==> src/rtl/tk1_spi_flash_pkg.sv <==
// Shared definitions for the tk1 SPI flash read sequencer: opcodes, header
// length, FSM state encoding and the header byte selector.
// Build option: TK1_SPI_FLASH_FAST_READ_EN selects FAST_READ (0x0B) with one
// dummy byte after the address; otherwise plain READ (0x03).
package tk1_spi_flash_pkg;

  localparam logic [7:0] OP_READ      = 8'h03;
  localparam logic [7:0] OP_FAST_READ = 8'h0B;

`ifdef TK1_SPI_FLASH_FAST_READ_EN
  localparam logic [7:0] OP_CODE   = OP_FAST_READ;
  localparam int         HDR_LEN   = 5;
  localparam int         HDR_CTR_W = 3;
`else
  localparam logic [7:0] OP_CODE   = OP_READ;
  localparam int         HDR_LEN   = 4;
  localparam int         HDR_CTR_W = 2;
`endif

  typedef enum logic [2:0] {
    ST_IDLE,
    ST_CS_ON,
    ST_SEND,
    ST_GUARD,
    ST_WAIT,
    ST_CS_OFF,
    ST_DONE
  } state_t;

  // Header byte for position idx: opcode, address MSB first, then dummy 0x00.
  function automatic logic [7:0] hdr_byte(input logic [23:0]          addr,
                                          input logic [HDR_CTR_W-1:0] idx);
    logic [7:0] b;
    case (idx)
      HDR_CTR_W'(0): b = OP_CODE;
      HDR_CTR_W'(1): b = addr[23:16];
      HDR_CTR_W'(2): b = addr[15:8];
      HDR_CTR_W'(3): b = addr[7:0];
      default:       b = 8'h00;
    endcase
    return b;
  endfunction

endpackage

==> src/rtl/tk1_spi_flash_fifo.sv <==
// Synchronous read-data FIFO, DEPTH x 8. Push while full is accepted only
// when a pop happens in the same cycle; pop on empty is ignored. The head
// byte reads as zero while empty so the output is defined after reset.
module tk1_spi_flash_fifo #(
  parameter int DEPTH = 4
) (
  input  logic       clk,
  input  logic       reset_n,
  input  logic       push,
  input  logic [7:0] push_data,
  input  logic       pop,
  output logic       full,
  output logic       empty,
  output logic [7:0] data
);

  localparam int AW = $clog2(DEPTH);

  logic [7:0]    mem [DEPTH];
  logic [AW-1:0] wr_ptr;
  logic [AW-1:0] rd_ptr;
  logic [AW:0]   count;
  logic          do_push;
  logic          do_pop;

  assign do_pop  = pop && !empty;
  assign do_push = push && (!full || do_pop);
  assign full    = (count == (AW+1)'(DEPTH));
  assign empty   = (count == '0);
  assign data    = empty ? 8'h00 : mem[rd_ptr];

  // Storage write.
  // NOTE: the data array has no reset; the occupancy count alone defines validity.
  always_ff @(posedge clk) begin
    if (do_push) mem[wr_ptr] <= push_data;
  end

  // Pointer and occupancy bookkeeping; pointers wrap naturally (DEPTH is a power of two).
  // NOTE: sequential state uses non-blocking assignments so every register sees pre-edge values.
  always_ff @(posedge clk or negedge reset_n) begin
    if (!reset_n) begin
      wr_ptr <= '0;
      rd_ptr <= '0;
      count  <= '0;
    end else begin
      if (do_push) wr_ptr <= wr_ptr + 1'b1;
      if (do_pop)  rd_ptr <= rd_ptr + 1'b1;
      case ({do_push, do_pop})
        2'b10:   count <= count + 1'b1;
        2'b01:   count <= count - 1'b1;
        default: ;
      endcase
    end
  end

endmodule

==> src/rtl/tk1_spi_flash_reader.sv <==
// tk1 SPI flash read sequencer. On cmd_start it selects the flash, sends the
// read header and LEN dummy bytes through the byte-level SPI master, and
// queues every received data byte in a FIFO drained over rd_vld/rd_rdy.
// Build option: TK1_SPI_FLASH_FAST_READ_EN (see tk1_spi_flash_pkg).
module tk1_spi_flash_reader
  import tk1_spi_flash_pkg::*;
#(
  parameter int FIFO_DEPTH = 4,
  parameter int LEN_WIDTH  = 16
) (
  input  logic                 clk,
  input  logic                 reset_n,
  input  logic                 cmd_start,
  input  logic [23:0]          cmd_addr,
  input  logic [LEN_WIDTH-1:0] cmd_len,
  input  logic                 cmd_abort,
  output logic                 busy,
  output logic                 done,
  output logic [7:0]           rd_data,
  output logic                 rd_vld,
  input  logic                 rd_rdy,
  output logic                 spi_enable,
  output logic                 spi_enable_vld,
  output logic                 spi_start,
  output logic [7:0]           spi_tx_data,
  output logic                 spi_tx_data_vld,
  input  logic [7:0]           spi_rx_data,
  input  logic                 spi_ready
);

  state_t               state;
  logic [23:0]          addr_q;
  logic [LEN_WIDTH-1:0] remaining;
  logic [HDR_CTR_W-1:0] hdr_ctr;
  logic                 in_hdr;
  logic                 abort_pend;
  logic                 last_hdr;
  logic                 fifo_push;
  logic                 fifo_full;
  logic                 fifo_empty;

  assign last_hdr  = (hdr_ctr == HDR_CTR_W'(HDR_LEN - 1));
  // A data byte is kept only if it completes with no abort pending or arriving.
  assign fifo_push = (state == ST_WAIT) && spi_ready && !in_hdr && !abort_pend && !cmd_abort;
  assign rd_vld    = !fifo_empty;

  tk1_spi_flash_fifo #(
    .DEPTH (FIFO_DEPTH)
  ) u_fifo (
    .clk       (clk),
    .reset_n   (reset_n),
    .push      (fifo_push),
    .push_data (spi_rx_data),
    .pop       (rd_rdy),
    .full      (fifo_full),
    .empty     (fifo_empty),
    .data      (rd_data)
  );

  // Transfer sequencer: chip select, header, data bytes, deselect, done pulse.
  always_ff @(posedge clk or negedge reset_n) begin
    if (!reset_n) begin
      state           <= ST_IDLE;
      addr_q          <= '0;
      remaining       <= '0;
      hdr_ctr         <= '0;
      in_hdr          <= 1'b0;
      abort_pend      <= 1'b0;
      busy            <= 1'b0;
      done            <= 1'b0;
      spi_enable      <= 1'b0;
      spi_enable_vld  <= 1'b0;
      spi_start       <= 1'b0;
      spi_tx_data     <= '0;
      spi_tx_data_vld <= 1'b0;
    end else begin
      // NOTE: strobes default low here so each one lasts exactly one clock.
      spi_enable_vld  <= 1'b0;
      spi_start       <= 1'b0;
      spi_tx_data_vld <= 1'b0;
      done            <= 1'b0;
      case (state)
        ST_IDLE: begin
          if (cmd_start && !busy) begin
            busy       <= 1'b1;
            addr_q     <= cmd_addr;
            remaining  <= cmd_len;
            hdr_ctr    <= '0;
            in_hdr     <= 1'b1;
            abort_pend <= 1'b0;
            if (cmd_len == '0) begin
              state <= ST_DONE;
            end else begin
              state          <= ST_CS_ON;
              spi_enable     <= 1'b1;
              spi_enable_vld <= 1'b1;
            end
          end else begin
            busy <= 1'b0;
          end
        end
        ST_CS_ON: begin
          if (cmd_abort) begin
            state          <= ST_CS_OFF;
            spi_enable     <= 1'b0;
            spi_enable_vld <= 1'b1;
          end else begin
            state <= ST_SEND;
          end
        end
        ST_SEND: begin
          if (cmd_abort) begin
            state          <= ST_CS_OFF;
            spi_enable     <= 1'b0;
            spi_enable_vld <= 1'b1;
          end else if (spi_ready && (in_hdr || !fifo_full)) begin
            spi_start       <= 1'b1;
            spi_tx_data_vld <= 1'b1;
            spi_tx_data     <= in_hdr ? hdr_byte(addr_q, hdr_ctr) : 8'h00;
            state           <= ST_GUARD;
          end
        end
        ST_GUARD: begin
          // The master still shows ready this cycle; only remember an abort.
          if (cmd_abort) abort_pend <= 1'b1;
          state <= ST_WAIT;
        end
        ST_WAIT: begin
          if (spi_ready) begin
            if (abort_pend || cmd_abort) begin
              state          <= ST_CS_OFF;
              spi_enable     <= 1'b0;
              spi_enable_vld <= 1'b1;
            end else if (in_hdr) begin
              hdr_ctr <= hdr_ctr + 1'b1;
              if (last_hdr) in_hdr <= 1'b0;
              state <= ST_SEND;
            end else begin
              if (remaining != '0) remaining <= remaining - 1'b1;
              if (remaining <= LEN_WIDTH'(1)) begin
                state          <= ST_CS_OFF;
                spi_enable     <= 1'b0;
                spi_enable_vld <= 1'b1;
              end else begin
                state <= ST_SEND;
              end
            end
          end else if (cmd_abort) begin
            abort_pend <= 1'b1;
          end
        end
        ST_CS_OFF: begin
          abort_pend <= 1'b0;
          state      <= ST_DONE;
        end
        ST_DONE: begin
          done  <= 1'b1;
          state <= ST_IDLE;
        end
        default: state <= ST_IDLE;
      endcase
    end
  end

endmodule

==> config.mk <==
export PLATFORM = sky130hd
export DESIGN_NAME = tk1_spi_flash_reader
export DESIGN_NICKNAME = d
export VERILOG_FILES = /design/src/rtl/tk1_spi_flash_pkg.sv /design/src/rtl/tk1_spi_flash_fifo.sv /design/src/rtl/tk1_spi_flash_reader.sv
export SDC_FILE = /design/constraint.sdc
export NUM_CORES = 1
export LEC_CHECK = 0
export ABC_AREA = 1
export CORE_MARGIN = 5
export CORE_UTILIZATION = 35
export CTS_BUF_LIST = sky130_fd_sc_hd__clkbuf_8
export CTS_CLUSTER_DIAMETER = 40
export DETAILED_ROUTE_END_ITERATION = 7
export PLACE_DENSITY = 0.54
export SKIP_LAST_GASP = 1
export SYNTH_ARGS = -nofsm -noshare
export SYNTH_HDL_FRONTEND = slang
export SYNTH_SLANG_ARGS = --single-unit
==> constraint.sdc <==
create_clock -name clk -period 2.8 [get_ports clk]
set_clock_uncertainty 0.2 [all_clocks]
set_input_delay 0.56 -clock clk [delete_from_list [all_inputs] [get_ports clk]]
set_output_delay 0.56 -clock clk [all_outputs]
set_load 0.05 [all_outputs]
== Word level (Yosys, flattened, before mapping) ==
Memories as Yosys holds them, arrays and structs flattened.
Cells that the tools add are included.
Word-level totals
  register bits: 67
  memory bits (writable): 32
  input bits: 54
  output and inout port bits: 23
  logic and storage cells: 141
  memories kept: 1
Operators by class
  add/subtract/negate cells: 6
  order comparisons: 1
  eq/ne operators: 24
  muxes and demuxes: 58
  bitwise logic cells: 1
  reduce and logical (&&, ||, !) cells: 35
Memory list
  u_fifo.mem: words 4, width 8, rd ports 1, clocked after Yosys merged registers in 0, wr ports 1, RTL line tk1_spi_flash_fifo.sv:19  | logic [7:0] mem [DEPTH];
Operators by type and width (number)
  $mux 16: 5
  $pmux 16 s2: 1
  $pmux 8 s4: 1
  $mux 1: 29
  $mux 3: 9
  $pmux 3 s6: 1
  $le 16x1->1 const B: 1
  $logic_not 16->1: 1
  $mux 8: 2
  $reduce_bool 16->1: 1
  $sub 16x1->16 const B: 1
  $ne 2x2->1 const B: 7
  $eq 3x3->1 const B: 4
  $reduce_and 3->1: 3
  $logic_and 1x1->1: 8
  $mux 2: 4
  $reduce_and 7->1: 1
  $add 2x1->2 const B: 3
  $eq 2x2->1 const B: 3
  $eq 3x2->1 const B: 2
  $logic_not 1->1: 6
  $logic_not 3->1: 2
  $pmux 1 s3: 2
  $pmux 3 s2: 1
  22 further kinds: 27

== Logic depth before layout (Yosys ltp) ==
Gate-level depths: netlist of the first run.
  word-level depth: 8
  depth in mapped cells: 11
  gate-level depth less buffers: 11

== Modules after synthesis ==
A second synthesis of the first run with hierarchy kept.
Unflattened totals
  cell total of the unflattened synthesis: 689
  area total of the unflattened synthesis: 5301.3 um^2
By module, submodules not included
  tk1_spi_flash_reader: instances 1, cells an instance 504, area an instance 3457.1 um^2, sequential area each 1501.4 um^2
  tk1_spi_flash_fifo: instances 1, cells an instance 185, area an instance 1844.3 um^2, sequential area each 1136.1 um^2

== Worst setup path before layout of the first run ==
No wires, ideal clock.
  path kind: reg-to-output
  from: register u_fifo.rd_ptr[0]
  to: output port rd_data[6]
  arrival: 1.783 ns
  path slack: 0.257 ns
  stages on the path, launching flop included: 7
  cells stage by stage: dfrtp_1 -> clkbuf_1 -> buf_2 -> nor2_1 -> nor2_1 -> o21ai_0 -> a21oi_1
Between the ends
  longest elaborated chain between the ends: 2
RTL lines
  start, declared: RTL line tk1_spi_flash_fifo.sv:21  | logic [AW-1:0] rd_ptr;
  start signal, assigned: RTL line tk1_spi_flash_fifo.sv:47  | if (do_pop) rd_ptr <= rd_ptr + 1'b1;
  $mem_v2 4x8
  $mux 8: RTL line tk1_spi_flash_fifo.sv:30  | assign data = empty ? 8'h00 : mem[rd_ptr];
  end, declared: RTL line tk1_spi_flash_reader.sv:19  | output logic [7:0] rd_data,
Every way passes these cells.

== Final worst setup path of the first run ==
  from: register u_fifo.count[0]
  to: output port rd_vld
Between the ends
  longest elaborated chain between the ends: 2
RTL lines
  start, declared: RTL line tk1_spi_flash_fifo.sv:22  | logic [AW:0] count;
  start signal, assigned: RTL line tk1_spi_flash_fifo.sv:49  | 2'b10: count <= count + 1'b1;
  start signal, assigned: RTL line tk1_spi_flash_fifo.sv:50  | 2'b01: count <= count - 1'b1;
  $logic_not 3->1: RTL line tk1_spi_flash_fifo.sv:29  | assign empty = (count == '0);
  $logic_not 1->1: RTL line tk1_spi_flash_reader.sv:45  | assign rd_vld = !fifo_empty;
  end, declared: RTL line tk1_spi_flash_reader.sv:20  | output logic rd_vld,
Every way passes these cells.

==> results of run 1 <==
## logic make-up after synthesis
group / count (synthesis) / share of synthesized area
compound gates: 71 / 0.07301
flops: 99 / 0.5253
xor+xnor: 7 / 0.01221
buf+inv: 71 / 0.05781
simple gates: 368 / 0.3003
fa+ha+maj: 12 / 0.03140
## routing by layer
metal | part of all wire | track usage
met5 | 0 | 0
met4 | 0.019 | 0.05990
met2 | 0.46 | 0.2442
met1 | 0.47 | 0.2111
met3 | 0.053 | 0.03275
## worst paths after layout
kind                                     to             from  cells after the start  slack (ns)
min in group clk                 addr_q[15]       addr_q[15]                      2        0.28
max reg2reg                u_fifo.mem[1][6]         state[1]                      6        0.71
max in group asynchronous  u_fifo.rd_ptr[0]          reset_n                      2        1.59
min                              addr_q[17]          reset_n                      1        0.04
max                                  rd_vld  u_fifo.count[0]                      3        0.22
min reg2reg                      addr_q[15]       addr_q[15]                      2        0.28
## power breakdown
| part | internal (mW) | switching, mW |
|---|---|---|
| clock network | 0.341 | 0.546 |
| registers | 1.93 | 0.392 |
| logic | 1.07 | 2.15 |
| total | 3.35 | 3.08 |
## worst register-to-register path, stage by stage (launching register included)
cell	delay (ns)
sky130_fd_sc_hd__dfrtp_1	0.45
sky130_fd_sc_hd__nor2_4	0.24
sky130_fd_sc_hd__nand2_2	0.16
sky130_fd_sc_hd__nor3_2	0.21
sky130_fd_sc_hd__o21ai_1	0.22
sky130_fd_sc_hd__nor2_1	0.14
sky130_fd_sc_hd__buf_4	0.18
## state kept, by name, indices dropped and copies added, names as in the netlist
signal and flops:
abort_pend 1, u_fifo.rd_ptr 2, spi_enable 1, spi_tx_data 8, spi_tx_data_vld 1, u_fifo.wr_ptr 2
u_fifo.count 3, spi_enable_vld 1, in_hdr 1, state 3, done 1, hdr_ctr 2
busy 1, remaining 16, u_fifo.mem 32, addr_q 24
## layout make-up
class / instances / area (sq um)
Timing Repair Buffer: 89 / 845.8
Inverter: 53 / 198.9
Clock inverter: 7 / 60.06
Multi-Input combinational cell: 458 / 2093
Sequential cell: 99 / 2639
Tap cell: 180 / 225.2
Fill cell: 1407 / 7802
Clock buffer: 9 / 123.9
## layout by cell type, fill, tap and decap left out, drive strengths merged
master,synthesis,layout
nand2,230,230
nor2,83,83
clkdlybuf4s50,0,67
dfrtp,67,67
inv,53,58
o21ai,49,49
nand3,45,45
edfxtp,32,32
buf,8,22
a21oi,19,19
ha,11,11
clkbuf,10,9
xor2,7,7
nand4,3,3
nand3b,3,3
nor3,3,3
o211ai,2,2
a211oi,1,1
or2,1,1
fa,1,1
clkinv,0,1
clkinvlp,0,1
==> run_results.csv, run 1 <==
group,metric,value,unit
run_status,status,"finished clean",
timing,worstMarginPinSlew,0.7405,ns
clock_tree,clockRootBuffer,"sky130_fd_sc_hd__clkbuf_8",
timing,setup_viol,0,
global_routing,grt_pass1_wl,20710,microns
synthesis,netlist-cell-type-count,29,
worst_setup_path,worstSetupEndpointType,"output port",
clock_tree,h-tree-depth,3,
timing,final_min_period_over_clock_period,0.9209,
worst_setup_path,crit_path_cell_trace,"nor3_2, inv_2, clkdlybuf4s50_1",
synthesis,ranking_of_synthesized_cells_by_area,"sky130_fd_sc_hd__dfrtp_1 (33%), sky130_fd_sc_hd__edfxtp_1 (19%), sky130_fd_sc_hd__nand2_1 (17%)",
synthesis,synth_async_sr_flop_share,0.6768,
synthesis,synth.cell_area,0.005021,sq mm
worst_setup_path,critical_path.startpoint_type,"flop",
timing,fin_setup_tns,0,ns
timing,fin_ws,0.2214,ns
floorplanning,num_rows,43,
timing,layout_min_cycle_time,2.579,ns
finish,final_core_util,0.4422,
clock_tree,cts.repair_timing.setup_buffer_count,0,
synthesis,synth_seq_area_share,0.5253,
global_routing,grt_max_degree,34,
clock_tree,tritoncts,"done",
global_routing,grt_overflow,0,
worst_setup_path,worstPathBufferInverterCount,2,
power,power_per_cell_area,1040,mW/mm^2
routing,routed_via_density,4.720,
routing,drt_first_pass_iters,4,
clock_tree,cts_resized,0,
timing,rsz0062_at_grt,"false",
synthesis,syn_area_per_cell,7.995,sq um
worst_setup_path,cp_data_required_time,2.04,ns
timing,worst_hold_slack,0.04011,ns
timing,final-max-slew-violation-count,0,
finish,antenna_cells_inserted,0,
timing,relSlewSlack,0.5063,
floorplanning,die-area,0.01684,sq mm
floorplanning,starting_density,0.3589,
place,dpl_worst_slack,0.2288,ns
routing,finalWirelength,12300,microns
power,leakage,2.893,nW
global_routing,grt_use_total,0.1552,
routing,vias,4224,
place,hpwl,9172,microns
synthesis,synth_flop_cell,"sky130_fd_sc_hd__dfrtp_1",
routing,antenna_left,0,
power,vdd_ir_drop_max,0.3938,mV
place,placed_cells_incl_taps,879,
clock_tree,clkSlewWorstSetupHoldPaths,0.10,ns
worst_setup_path,worstPathArrival,1.82,ns
power,fin_total_pwr,6.433,mW
routing,drc_errors,0,
clock_tree,cts-buffers-inserted,9,
run,number_of_maximum_capacitance_violations,0,
finish,final-instance-count-excl-fill,895,
place,placement.io_buffers,76,
timing,finalHoldViolations,0,
synthesis,synth.cells.most_frequent,"sky130_fd_sc_hd__nand2_1 (227), sky130_fd_sc_hd__nor2_1 (78), sky130_fd_sc_hd__dfrtp_1 (67)",
clock_tree,ctsLongestPathBuffers,2,
synthesis,synth.ff_latch_count,99,
clock_tree,worst_skew_pair.late_latency,0.38,ns
floorplanning,design.core.area,0.01399,sq mm
synthesis,ys.warnings.count,0,
worst_setup_path,timing.critical_path.slowest_stage_cell,"sky130_fd_sc_hd__clkdlybuf4s50_1",
routing,avgRoutedWirePerCell,13.74,microns
floorplanning,die_h,129.8,microns
synthesis,synth_enable_flop_cells,32,
synthesis,syn-instance-count,628,
global_routing,first_global_vias,4215,
place,dpl_cell_area,0.006001,sq mm
synthesis,proportion_of_netlist_area_held_by_the_largest_area_contributor,0.3339,
worst_setup_path,crit_family,"buffers and inverters",
place,final_estimated_routing_congestion_in_global_placement,0.8573,
clock_tree,cts.hold.buffers_added,0,
clock_tree,clock-sinks,99,
finish,cell_area_after_layout,0.006186,sq mm
finish,layout-area-overhead-vs-synth,23.20,%
floorplanning,die_w,129.8,microns
finish,final_net_count,776,
synthesis,synth.net_count,694,
worst_setup_path,worst_path_max_stage_delay,0.71,ns
synthesis,synth_largest_area_cell,"sky130_fd_sc_hd__dfrtp_1",
timing,clock.fmax,387.8,MHz
global_routing,antenna_found_initial,0,
min_path,hold_path_class,"in2async",
synthesis,synth_most_common_cell,"sky130_fd_sc_hd__nand2_1",
finish,final_layout_size_suffix_gt1_frac,0.07972,
worst_setup_path,crit_fanout,4,
worst_setup_path,setup.worst_path.class,"reg2out",
floorplanning,num_io_pins,77,
routing,drtIter0Drc,356,
Power figures use the tool's default switching activity.
==> inputs of run 2 (changes only) <==
CORE_UTILIZATION = 40   (was 35)
PLACE_DENSITY = 0.6   (was 0.54)
SYNTH_HIERARCHICAL = 1   (was default)
==> run 2 against run 1 <==
Routed wire length rose by 0.59%. First-iteration DRC count grew 0.56%. Maximum frequency up 1.3%. Sequential share of layout area fell by 2.4 points. Count of clock-buffer cells in the layout rose by 1. Total power about the same. Cell area rose by 5.9%. Register-to-register slack worse by 0.46 ns. Synthesized area is 5.6% higher. Critical path type is now reg2reg. Critical endpoint is now u_fifo/count[1]. Largest power group unchanged.
==> run_results.csv, run 2 <==
group,metric,value,unit
floorplanning,design.core.area,0.01314,sq mm
floorplanning,die_h,125.1,microns
worst_setup_path,critical_path.startpoint_type,"flop",
clock_tree,tritoncts,"done",
worst_setup_path,crit_fanout,7,
power,internal_power,3.545,mW
synthesis,synth.ff_latch_count,99,
finish,layout-area-overhead-vs-synth,23.53,%
worst_setup_path,start_of_the_worst_register_to_register_path,"state[1]",
min_path,worstHoldEndpoint,"addr_q[1]",
global_routing,antenna_found_initial,0,
global_routing,grt_use_total,0.1628,
floorplanning,num_io_pins,77,
synthesis,synth_flop_cell,"sky130_fd_sc_hd__dfrtp_1",
routing,finalWirelength,12370,microns
timing,worstMarginPinSlew,0.5124,ns
timing,relSlewSlack,0.6573,
clock_tree,clock-sinks,99,
routing,routed_via_density,4.702,
finish,antenna_cells_inserted,0,
floorplanning,starting_density,0.4035,
clock_tree,clkSlewWorstSetupHoldPaths,0.10,ns
power,share_clk_of_total_power,0.175,
synthesis,synth_enable_flop_cells,32,
power,fin_total_pwr,6.432,mW
global_routing,grt_max_degree,68,
synthesis,syn-instance-count,689,
power,share_of_total_power_in_sequential_cells,0.353,
finish,final_net_count,843,
place,dpl_worst_slack,-0.09922,ns
power,leakage,3.258,nW
clock_tree,h-tree-depth,3,
synthesis,synth.cell_area,0.005301,sq mm
min_path,min_from,"addr_q[1]",
place,hpwl,9131,microns
synthesis,ranking_of_synthesized_cells_by_area,"sky130_fd_sc_hd__dfrtp_1 (32%), sky130_fd_sc_hd__nand2_1 (20%), sky130_fd_sc_hd__edfxtp_1 (18%)",
timing,rsz0062_at_grt,"false",
routing,drtIter0Drc,358,
routing,avgRoutedWirePerCell,12.92,microns
synthesis,ys.warnings.count,6,
finish,regArea,0.002638,sq mm
routing,drt_first_pass_iters,4,
routing,drc_errors,0,
finish,final_layout_size_suffix_gt1_frac,0.07939,
global_routing,grt_pass1_wl,21090,microns
floorplanning,num_rows,42,
worst_setup_path,cp_data_required_time,2.89,ns
finish,largest_register_ff_count,32,
timing,clock.fmax,392.8,MHz
clock_tree,worst_skew_pair.late_latency,0.37,ns
timing,final-max-slew-violation-count,0,
power,p_comb_frac,0.472,
floorplanning,die-area,0.01566,sq mm
clock_tree,ctsLongestPathBuffers,2,
run_status,status,"finished clean",
finish,layout.cells.most_common,"sky130_fd_sc_hd__nand2_1",
finish,multi_input_comb_area,0.002203,sq mm
timing,fin_setup_tns,0,ns
worst_setup_path,ff2ff_setup_slack,0.25,ns
timing,layout_min_cycle_time,2.546,ns
global_routing,grt_overflow,0,
timing,finalHoldViolations,0,
worst_setup_path,end_of_the_worst_register_to_register_path,"u_fifo/count[1]",
timing,worst_hold_slack,0.2805,ns
synthesis,synth_seq_area_share,0.4975,
power,vdd_ir_drop_max,0.4740,mV
worst_setup_path,worstPathArrival,2.63,ns
min_path,min_path_cells,2,
clock_tree,cts.repair_timing.setup_buffer_count,0,
power,p_sw_frac,0.4489,
routing,antenna_left,0,
floorplanning,die_w,125.1,microns
place,final_estimated_routing_congestion_in_global_placement,0.9038,
finish,layout.filler_cells,1319,
finish,layout_common_cells,"sky130_fd_sc_hd__nand2_1 (280), sky130_fd_sc_hd__inv_1 (82), sky130_fd_sc_hd__nand3_1 (77), sky130_fd_sc_hd__dfrtp_1 (67), sky130_fd_sc_hd__clkdlybuf4s50_1 (66)",
finish,regMostFlops,"u_fifo/mem",
timing,setup_viol,0,
synthesis,synth.cells.most_frequent,"sky130_fd_sc_hd__nand2_1 (280), sky130_fd_sc_hd__inv_1 (81), sky130_fd_sc_hd__nand3_1 (77)",
synthesis,synth_async_sr_flop_share,0.6768,
synthesis,synth.net_count,756,
power,power_per_cell_area,982.2,mW/mm^2
worst_setup_path,setup.worst_path.class,"reg2reg",
timing,final_min_period_over_clock_period,0.9092,
global_routing,first_global_vias,4337,
min_path,hold_path_class,"reg2reg",
worst_setup_path,setup.worst_path.start,"state[1]",
timing,fin_ws,0.2542,ns
routing,vias,4500,
synthesis,proportion_of_netlist_area_held_by_the_largest_area_contributor,0.3163,
synthesis,syn_area_per_cell,7.694,sq um
worst_setup_path,worstSetupEndpointType,"flop",
synthesis,netlist-cell-type-count,36,
place,placement.io_buffers,76,
finish,reg_top3,"u_fifo/mem x32, addr_q x24, remaining x16",
clock_tree,clockRootBuffer,"sky130_fd_sc_hd__clkbuf_8",
synthesis,synth_largest_area_cell,"sky130_fd_sc_hd__dfrtp_1",
power,p_sw,2.887,mW
clock_tree,cts-buffers-inserted,9,
run,number_of_maximum_capacitance_violations,0,
synthesis,synth_most_common_cell,"sky130_fd_sc_hd__nand2_1",
finish,final_core_util,0.4985,
worst_setup_path,r2r_cells,10,
-- run 2: cell count changes in the layout (fill, tap and decap cells not counted), sizes merged, moves of 6 or more --
cell	before	now
nand3	45	79
nand2	230	283
o21ai	49	21
xor2	7	1
inv	58	89
nor2	83	54
buf	22	29
-- run 2: worst max-delay path by stage --
stage | slack (ns) | endpoint | depth (start not counted)
2_1_floorplan | 0.28 | u_fifo/count[1] | 11
3_3_place_gp | 0.01 | u_fifo/count[1] | 8
6_report | 0.25 | u_fifo/count[1] | 10
4_1_cts | 0.01 | rd_vld | 5
5_1_grt | 0.02 | u_fifo/count[1] | 10
3_5_place_dp | -0.1 | u_fifo/count[1] | 8
-- run 2: logic make-up after synthesis --
kind of cell | synth area share
compound gates | 0.04248
xor+xnor | 0.004957
fa+ha+maj | 0.03210
buf+inv | 0.08685
flops | 0.4975
mux | 0.004248
simple gates | 0.3318
-- run 2: cell type report --
cell class / instances / share of cell area
Inverter: 86 / 0.05006
Multi-Input combinational cell: 483 / 0.3365
Sequential cell: 99 / 0.4028
Timing Repair Buffer: 97 / 0.1391
Clock buffer: 10 / 0.02102
Tap cell: 176 / 0.03363
Clock inverter: 6 / 0.01700
-- run 2: timing repair --
| item | 4_1_cts | 5_1_grt |
|---|---|---|
| setup endpoints to repair | 0 | 1 |
| hold buffers | 1 | 0 |
| hold endpoints to repair | 7 | 0 |
| gates resized for setup | 0 | 1 |
-- run 2: critical path, stage by stage, from the launching register on --
cell and delay (ns):
sky130_fd_sc_hd__dfrtp_1 0.48, sky130_fd_sc_hd__nor2_4 0.23, sky130_fd_sc_hd__nand2_1 0.09, sky130_fd_sc_hd__inv_1 0.08, sky130_fd_sc_hd__nand2_1 0.09, sky130_fd_sc_hd__nor3_1 0.30, sky130_fd_sc_hd__nand2_2 0.10, sky130_fd_sc_hd__ha_1 0.23
sky130_fd_sc_hd__inv_1 0.09, sky130_fd_sc_hd__fa_1 0.41, sky130_fd_sc_hd__o21ai_0 0.17
-- run 2: power groups by stage --
stage / Clock (mW) / Sequential (mW) / Combinational, mW
floorplan: 0 / 2.31 / 2.20
global placement: 0 / 2.28 / 2.98
detailed placement: 0 / 2.29 / 3.05
CTS: 1.15 / 2.26 / 3.06
global route: 1.21 / 2.33 / 3.45
finish: 1.13 / 2.27 / 3.04
-- run 2: layer usage --
layer  up-vias  share of wire  routed length (microns)  global-route usage
met3        15          0.044                      550             0.03113
met5         -              0                        0                   0
met1      2065           0.47                     5784              0.2204
met4         0          0.016                      196             0.05612
met2       102           0.47                     5837              0.2632
li1       2318              -                        -                   -
-- run 2: metrics by stage --
stage	instances	cell area (sq um)
2_1_floorplan	689	5301
3_3_place_gp	940	6287
3_5_place_dp	940	6287
4_1_cts	957	6546
5_1_grt	957	6549
6_report	957	6549
==> inputs of run 3 (changes only) <==
CORE_MARGIN = 1   (was 5)
==> run 3 against run 2 <==
Clock power fell by 18%. Non-clock buffer count decreased by 2. Die area down 12%. Critical path depth down 5. Cell area fell by 1.1%. Hold slack got worse by 0.00056 ns. Critical endpoint is now rd_data[6]. Count of clock-buffer cells in the layout decreased by 1. Via count down 0.69%. Combinational power hardly changed. First-iteration DRC count fell by 20%. Flip-flop and latch count unchanged.
==> run_results.csv, run 3 (synthesis results as in run 2) <==
group,metric,value,unit
place,dpl_worst_slack,-0.04603,ns
floorplanning,starting_density,0.4150,
timing,worstMarginPinSlew,0.5072,ns
timing,fin_setup_tns,0,ns
finish,final_net_count,841,
global_routing,grt_max_degree,68,
worst_setup_path,cpMostUsedCell,"sky130_fd_sc_hd__buf_4",
worst_setup_path,worstPathArrival,1.73,ns
routing,vias,4469,
global_routing,groute.layer.met2.usage,0.3105,
worst_setup_path,setup.worst_path.class,"reg2out",
finish,final_core_util,0.5071,
timing,fin_ws,0.3138,ns
finish,antenna_cells_inserted,0,
routing,routed_via_density,4.699,
clock_tree,cts.repair_timing.setup_buffer_count,0,
worst_setup_path,worstSetupEndpointType,"output port",
global_routing,grt_overflow,0,
power,share_of_total_power_in_sequential_cells,0.366,
floorplanning,design.core.area,0.01277,sq mm
worst_setup_path,cp_data_required_time,2.04,ns
global_routing,grt_use_total,0.1892,
timing,finalHoldViolations,0,
finish,final_layout_size_suffix_gt1_frac,0.07702,
global_routing,gr-usage-met1,0.2512,
clock_tree,tritoncts,"done",
finish,reg_top3,"u_fifo/mem x32, addr_q x24, remaining x16",
power,p_sw,2.889,mW
floorplanning,die_h,117.1,microns
routing,avgRoutedWirePerCell,12.46,microns
clock_tree,ctsLongestPathBuffers,2,
clock_tree,cts-buffers-inserted,9,
power,share_clk_of_total_power,0.148,
routing,antenna_left,0,
finish,final-instance-count-excl-fill,951,
worst_setup_path,crit_path_cell_trace,"buf_4, nand2_1, nand3_1, a21oi_1, buf_4",
worst_setup_path,worst_path_max_stage_delay,0.53,ns
clock_tree,clockRootBuffer,"sky130_fd_sc_hd__clkbuf_8",
power,power_per_cell_area,961.3,mW/mm^2
finish,largest_register_ff_count,32,
global_routing,grt.busiest_layer,"met2",
power,p_comb_frac,0.486,
timing,relSlewSlack,0.6608,
routing,drtIter0Drc,285,
power,leakage,3.223,nW
timing,rsz0062_at_grt,"false",
place,placed_cells_incl_taps,934,
timing,setup_viol,0,
finish,layout_common_cells,"sky130_fd_sc_hd__nand2_1 (280), sky130_fd_sc_hd__inv_1 (82), sky130_fd_sc_hd__nand3_1 (77), sky130_fd_sc_hd__dfrtp_1 (67), sky130_fd_sc_hd__clkdlybuf4s50_1 (66)",
timing,final-max-slew-violation-count,0,
floorplanning,num_io_pins,77,
place,hpwl,8700,microns
routing,drt_first_pass_iters,4,
timing,layout_min_cycle_time,2.486,ns
global_routing,globalRouteMet3Util,0.03553,
clock_tree,clkSlewWorstSetupHoldPaths,0.10,ns
floorplanning,num_rows,41,
timing,clock.fmax,402.2,MHz
finish,layout.cells.most_common,"sky130_fd_sc_hd__nand2_1",
power,internal_power,3.338,mW
finish,regMostFlops,"u_fifo/mem",
floorplanning,die-area,0.01372,sq mm
place,placement.io_buffers,76,
run_status,status,"finished clean",
worst_setup_path,critical_path.startpoint_type,"flop",
timing,final_min_period_over_clock_period,0.8879,
place,dpl_cell_area,0.006267,sq mm
clock_tree,clock-sinks,99,
clock_tree,h-tree-depth,3,
min_path,hold_path_class,"reg2reg",
worst_setup_path,crit_fanout,12,
power,p_sw_frac,0.4640,
global_routing,antenna_found_initial,0,
global_routing,first_global_vias,4226,
worst_setup_path,timing.critical_path.slowest_stage_cell,"sky130_fd_sc_hd__dfrtp_1",
power,fin_total_pwr,6.227,mW
timing,worst_hold_slack,0.2799,ns
finish,cell_area_after_layout,0.006477,sq mm
run,number_of_maximum_capacitance_violations,0,
routing,drc_errors,0,
clock_tree,worst_skew_pair.late_latency,0.38,ns
global_routing,grt_pass1_wl,19900,microns
place,final_estimated_routing_congestion_in_global_placement,0.8423,
power,vdd_ir_drop_max,0.3358,mV
floorplanning,die_w,117.1,microns
finish,layout-area-overhead-vs-synth,22.19,%
routing,finalWirelength,11850,microns
finish,layout.filler_cells,1260,
[run 3: changes by cell type in the layout (fill, tap and decap cells not counted), sizes merged]
| cell | previous run | this run |
|---|---|---|
| inv | 89 | 88 |
| bufinv | 3 | 1 |
| clkinv | 0 | 4 |
| clkbuf | 10 | 9 |
| buf | 29 | 27 |
[run 3: area by class of cell]
type	instances	area, sq um	area share
flip-flops and latches	99	2638	0.4072
multi-input cells	483	2208	0.3409
repair buffers	95	895.9	0.1383
inverters	86	327.8	0.05061
well taps	172	215.2	0.03322
clock buffers	9	123.9	0.01912
clock inverters	7	68.82	0.01062
[run 3: final timing paths]
kind	start	to	slack [ns]	depth (start not counted)
max	u_fifo/rd_ptr[0]	rd_data[6]	0.31	5
max reg2reg	state[1]	u_fifo/count[1]	0.39	10
min reg2reg	addr_q[9]	addr_q[9]	0.28	2
min	addr_q[9]	addr_q[9]	0.28	2
min in group asynchronous	reset_n	remaining[14]	0.51	3
max in group asynchronous	reset_n	remaining[5]	1.60	3
[run 3: what timing repair did]
item / in CTS / in global routing
hold buffers: 1 / 0
gates resized for setup: 0 / 2
endpoints found under the hold margin: 36 / 0
endpoints found under the setup margin: 0 / 2
[run 3: critical path, delay by kind of cell (launching register included)]
family | cells | cell delay (ns)
flops | 1 | 0.53
buf+inv | 2 | 0.47
simple gates | 2 | 0.15
compound gates | 1 | 0.19
[run 3: power groups by stage]
stage / logic, mW / registers, mW / clock network, mW
2_1_floorplan: 2.20 / 2.31 / 0
3_3_place_gp: 2.97 / 2.28 / 0
3_5_place_dp: 3.04 / 2.29 / 0
4_1_cts: 3.05 / 2.27 / 0.956
5_1_grt: 3.43 / 2.33 / 1.01
6_report: 3.03 / 2.28 / 0.925
[run 3: metal layers]
metal / wire length, microns / up-vias
li1: - / 2324
met1: 5644 / 2039
met2: 5535 / 92
met3: 475 / 14
met4: 198 / 0
met5: 0 / -
